**config.mk**
```make
export PLATFORM = sky130hd
export DESIGN_NAME = rr_arbiter
export DESIGN_NICKNAME = d
export VERILOG_FILES = /design/src/rtl/rr_arb_pkg.sv /design/src/rtl/rr_pick.sv /design/src/rtl/rr_arbiter.sv
export SDC_FILE = /design/constraint.sdc
export NUM_CORES = 1
export LEC_CHECK = 0
export CORE_MARGIN = 8
export CORE_UTILIZATION = 41
export DETAILED_ROUTE_END_ITERATION = 8
export GPL_ROUTABILITY_DRIVEN = 0
export MAX_ROUTING_LAYER = met4
export PLACE_DENSITY = 0.82
export SYNTH_ARGS = -nofsm -noshare
export SYNTH_HDL_FRONTEND = slang
export SYNTH_SLANG_ARGS = --single-unit
export TNS_END_PERCENT = 50
```
**constraint.sdc**
```tcl
create_clock -name clk -period 1.7 [get_ports clk]
set_clock_uncertainty 0.2 [all_clocks]
set_input_delay 0.34 -clock clk [delete_from_list [all_inputs] [get_ports clk]]
set_output_delay 0.34 -clock clk [all_outputs]
set_load 0.05 [all_outputs]
```
**src/rtl/rr_arb_pkg.sv**
```systemverilog
// rtl/rr_arb_pkg.sv - shared state encoding and one-hot helper for rr_arbiter
package rr_arb_pkg;

    // Widest requester bank the one-hot helper can express
    localparam int MAX_REQ = 32;
    localparam int IDX_W   = $clog2(MAX_REQ);

    typedef enum logic [1:0] {
        ST_IDLE    = 2'd0,
        ST_GRANT   = 2'd1,
        ST_RELEASE = 2'd2
    } state_t;

    // Binary index to one-hot; callers narrow the result to their bank width
    function automatic logic [MAX_REQ-1:0] idx2onehot(input logic [IDX_W-1:0] idx);
        return {{(MAX_REQ-1){1'b0}}, 1'b1} << idx;
    endfunction

endpackage

```
**src/rtl/rr_pick.sv**
```systemverilog
// rtl/rr_pick.sv - combinational round-robin winner select (masked double scan)
module rr_pick
    import rr_arb_pkg::*;
#(
    parameter int NUM_REQ = 4,
    parameter int log2N   = 2
) (
    input  logic [NUM_REQ-1:0] req,
    input  logic [log2N-1:0]   ptr,
    output logic [log2N-1:0]   win_idx,
    output logic               win_vld
);

    logic [NUM_REQ-1:0] masked;
    logic [log2N-1:0]   hi_idx;
    logic [log2N-1:0]   lo_idx;

    // Keep only requests at or above ptr so the first scan honours rotation
    always_comb begin
        masked = '0;
        for (int i = 0; i < NUM_REQ; i++) begin
            masked[i] = req[i] && (log2N'(i) >= ptr);
        end
    end

    // Lowest set bit of the masked and unmasked vectors; scanning downward lets the lowest hit win
    always_comb begin
        hi_idx = '0;
        lo_idx = '0;
        for (int i = NUM_REQ - 1; i >= 0; i--) begin
            if (masked[i]) hi_idx = log2N'(i);
            if (req[i])    lo_idx = log2N'(i);
        end
    end

    // Wrap to the unmasked scan only when nothing at or above ptr is requesting
    assign win_vld = |req;
    assign win_idx = (|masked) ? hi_idx : lo_idx;

endmodule

```
**src/rtl/rr_arbiter.sv**
```systemverilog
// rtl/rr_arbiter.sv - round-robin arbiter with registered one-hot grant; RR_TIMEOUT_EN adds hold limit
module rr_arbiter
    import rr_arb_pkg::*;
#(
    parameter int NUM_REQ  = 4,
    parameter int log2N    = 2,
    parameter int MAX_HOLD = 16
) (
    input  logic               clk,
    input  logic               rst,
    input  logic [NUM_REQ-1:0] req,
    input  logic               done,
    output logic [NUM_REQ-1:0] gnt,
    output logic [log2N-1:0]   gnt_idx,
    output logic               gnt_vld,
    output logic               timeout
);

    localparam logic [log2N-1:0] LAST_IDX = log2N'(NUM_REQ - 1);

    state_t             state;
    logic [log2N-1:0]   ptr;
    logic [log2N-1:0]   win_idx;
    logic               win_vld;
    logic [NUM_REQ-1:0] win_onehot;
    logic [log2N-1:0]   next_ptr;
    logic               hold_hit;
    logic               release_now;
    logic               forced;

    rr_pick #(
        .NUM_REQ (NUM_REQ),
        .log2N   (log2N)
    ) u_pick (
        .req     (req),
        .ptr     (ptr),
        .win_idx (win_idx),
        .win_vld (win_vld)
    );

    assign win_onehot = NUM_REQ'(idx2onehot(IDX_W'(win_idx)));

    // Explicit wrap keeps ptr inside 0..NUM_REQ-1 for non-power-of-two banks
    assign next_ptr = (gnt_idx == LAST_IDX) ? '0 : gnt_idx + 1'b1;

`ifdef RR_TIMEOUT_EN
    localparam int                HOLD_W    = $clog2(MAX_HOLD);
    localparam logic [HOLD_W-1:0] HOLD_LAST = HOLD_W'(MAX_HOLD - 1);

    logic [HOLD_W-1:0] hold_cnt;

    // Count grant cycles; any non-GRANT cycle clears it so each grant starts at zero
    always_ff @(posedge clk or posedge rst) begin
        if (rst) begin
            hold_cnt <= '0;
        end else if (state == ST_GRANT) begin
            hold_cnt <= hold_cnt + 1'b1;
        end else begin
            hold_cnt <= '0;
        end
    end

    assign hold_hit = (state == ST_GRANT) && (hold_cnt == HOLD_LAST);
`else
    assign hold_hit = 1'b0;
`endif

    assign release_now = done || !req[gnt_idx] || hold_hit;
    // A hold-limit release only counts as a timeout when nothing else would have released it
    assign forced      = hold_hit && !done && req[gnt_idx];

    // Grant FSM with registered grant, index, valid and timeout outputs
    always_ff @(posedge clk or posedge rst) begin
        if (rst) begin
            state   <= ST_IDLE;
            ptr     <= '0;
            gnt     <= '0;
            gnt_idx <= '0;
            gnt_vld <= 1'b0;
            timeout <= 1'b0;
        end else begin
            case (state)
                ST_IDLE: begin
                    timeout <= 1'b0;
                    if (win_vld) begin
                        gnt     <= win_onehot;
                        gnt_idx <= win_idx;
                        gnt_vld <= 1'b1;
                        state   <= ST_GRANT;
                    end
                end
                ST_GRANT: begin
                    if (release_now) begin
                        gnt     <= '0;
                        gnt_vld <= 1'b0;
                        ptr     <= next_ptr;
                        timeout <= forced;
                        state   <= ST_RELEASE;
                    end
                end
                ST_RELEASE: begin
                    timeout <= 1'b0;
                    if (win_vld) begin
                        gnt     <= win_onehot;
                        gnt_idx <= win_idx;
                        gnt_vld <= 1'b1;
                        state   <= ST_GRANT;
                    end else begin
                        state   <= ST_IDLE;
                    end
                end
                default: begin
                    gnt     <= '0;
                    gnt_vld <= 1'b0;
                    timeout <= 1'b0;
                    state   <= ST_IDLE;
                end
            endcase
        end
    end

endmodule

```
==> results of run 1 <==
## flip-flops by register name, summed over array words and instances (netlist names)
register	cells
gnt	4
ptr	2
state	2
gnt_vld	1
gnt_idx	2
## repair_timing
action,CTS,global route
pin swaps,1,2
endpoints found under the setup margin,9,7
resized for setup,6,3
setup buffers,0,1
## per-layer routing
metal	up-vias	wire [µm]	track usage [%]	share of wire, %
met1	248	578	12.30	39
met5	-	0	-	0
li1	240	-	-	-
met3	0	123	7.003	8.2
met2	21	790	21.48	53
met4	0	0	0	0
## per-stage QoR
stage / setup slack [ns] / total power, mW
final: -0.1214 / 1.829
after detailed placement: -0.5238 / 1.594
after global placement: -0.4631 / 1.560
after CTS: -0.1664 / 1.791
after global routing: -0.1616 / 1.919
after floorplan: -0.3272 / 1.083
## final timing paths
path | slack [ns] | endpoint | start
worst max register to register | -0.12 | ptr[1]$_DFFE_PP0P_ | gnt_idx[1]$_DFFE_PP0P_
max in group asynchronous | 0.83 | gnt_idx[1]$_DFFE_PP0P_ | rst
worst max-delay path | -0.12 | ptr[1]$_DFFE_PP0P_ | gnt_idx[1]$_DFFE_PP0P_
worst min register to register | 0.35 | gnt_vld$_DFFE_PP0P_ | gnt_vld$_DFFE_PP0P_
worst min-delay path | 0.15 | state[0]$_DFFE_PP0P_ | rst
min in group clk | 0.35 | gnt_vld$_DFFE_PP0P_ | gnt_vld$_DFFE_PP0P_
## logic make-up after synthesis
family	after synthesis	share of synthesized area (%)
other	1	0.6573
AOI/OAI and AO/OA	14	19.74
muxes	4	10.31
buffers and inverters	7	5.263
DFF	11	48.24
and+or+nand+nor	17	13.60
adders and majority gates	1	2.193
## Yosys cell counts
library cell and instances:
o21ai_0 2, mux2_4 1, buf_4 1, mux4_2 1, mux2_2 1, inv_1 4
nor3_1 1, o22a_1 1, a32o_1 2, dfrtp_1 11, nor4_1 1, a21oi_1 3
clkbuf_1 2, nor3b_1 2, nand2_1 9, o31ai_1 2, or2_2 1, mux2i_1 1
a211oi_4 1, ha_1 1, a22o_2 1, o22ai_1 1, conb_1 1, o21a_1 1
nor2_1 3
## worst max-delay path: cells and delay by family, from the launching register on
kind / cells / cell delay, ns
flip-flops: 1 / 0.37
AO/OA/AOI/OAI: 1 / 0.28
multiplexers: 2 / 0.87
## report_power, final
part / internal [mW] / switching [mW]
sequential: 0.383 / 0.132
combinational: 0.558 / 0.574
clock: 0.0910 / 0.0907
## area by class of cell
| class | count | area, µm² |
|---|---|---|
| Multi-Input combinational cell | 37 | 276.5 |
| Sequential cell | 11 | 276.5 |
| Inverter | 4 | 15.01 |
| Fill cell | 107 | 421.7 |
| Clock buffer | 4 | 26.28 |
| Timing Repair Buffer | 22 | 266.5 |
| Tap cell | 15 | 18.77 |
==> results.toml, run 1 <==
[outcome]
run_status = "finished with violations"
violations = "setup timing"

[finish]
mostFrequentLayoutCells = "dfrtp_1, nand2_1, buf_4"
finalNonFillerCells = 93
design_area_um2 = 879.6
mostFrequentLayoutCell = "dfrtp_1"
insertedDiodeCount = 0
utilization_pct = 67.60
area_growth_pct = 54.17
final_nets = 87
drive_above_1_share_pct = 37.18

[timing]
fin_ws_ns = -0.1214
final.setup.tns_ns = -0.3076
fin_crit_ns = 1.821
rsz0062_at_grt = "yes"
maxSlewViolCount = 0
clock.fmax_ghz = 0.5490
setup_violations = 5
whs_ns = 0.1458
period_share_pct = 107.1
hold_viol = 0

[setup_path]
cp_cell_sequence = "mux4_2, a211oi_4, mux2_4"
start_kind = "flop"
required_ns = 1.66
slowest_delay_ns = 0.55
worstSetupPathType = "flop to flop"
cp_max_fo = 3
slowest_stage = "mux4_2"
critPathArrivalTime_ns = 1.79
r2r_cells = 3
cp-end-kind = "flop"

[floorplan]
core-area_um2 = 1301
start_util_pct = 43.85
io_pins = 15
die_w_um = 53.31
rows = 13
dieHeight_um = 53.31
die_area_um2 = 2841

[clock_network]
h-tree-depth = 1
cts_buffers = 3
clk_path_buf_depth = 2
cts_hold_buf = 0
clkLatencyLatePin_ns = 0.27
root_buffer = "clkbuf_4"
clk_pin_slew_worst_paths_ns = 0.07
cts.sinks = 11
cts_tree = "built"

[global_routing]
grt_util_all_layers_pct = 12.23
grt_max_degree = 12
grt_pass1_wl_mm = 2.449
grt_pass1_vias = 533
antenna_found_initial = 0
overflow = 0

[route]
via_count = 509
wl_per_cell_um = 16.04
drc_errors = 0
ant_nets = 0
viasPerCell = 5.473
first_iter_violations = 24
firstDrtPassIters = 4
drt_wl_total_mm = 1.492

[placed_design]
post-place-cells = 88
placed_area_um2 = 835.8
dp_hpwl_mm = 1.104
io_buffers = 13

[synth]
yosysTopAreaCell = "dfrtp_1"
synth_top_area_share_pct = 48.25
synth.net_count = 63
syn_inst = 55
synth-warning-count = 0
synth_seq_cells = 11
ys_seq_area_share_pct = 48.25
syn-cell-area_um2 = 570.5
ys_types = 25
ys_top_cells_by_area = "dfrtp_1, nand2_1, mux4_2, a211oi_4, a32o_1"
syn_area_per_cell_um2 = 10.37

[power_and_ir_drop]
peakVddDrop_mv = 1.218
power_density_nw_per_um2 = 2079
p_leak_nw = 0.4057

[min_path]
min_path_type = "input port to async pin"

[flow_run]
maxCapViolCount = 0
(Power assumes the default switching activity.)
==> inputs of run 2 (changes only) <==
GPL_TIMING_DRIVEN = 1   (was default)
==> results of run 2 <==
The final DEF is identical to that of run 1; final timing and power are the same.
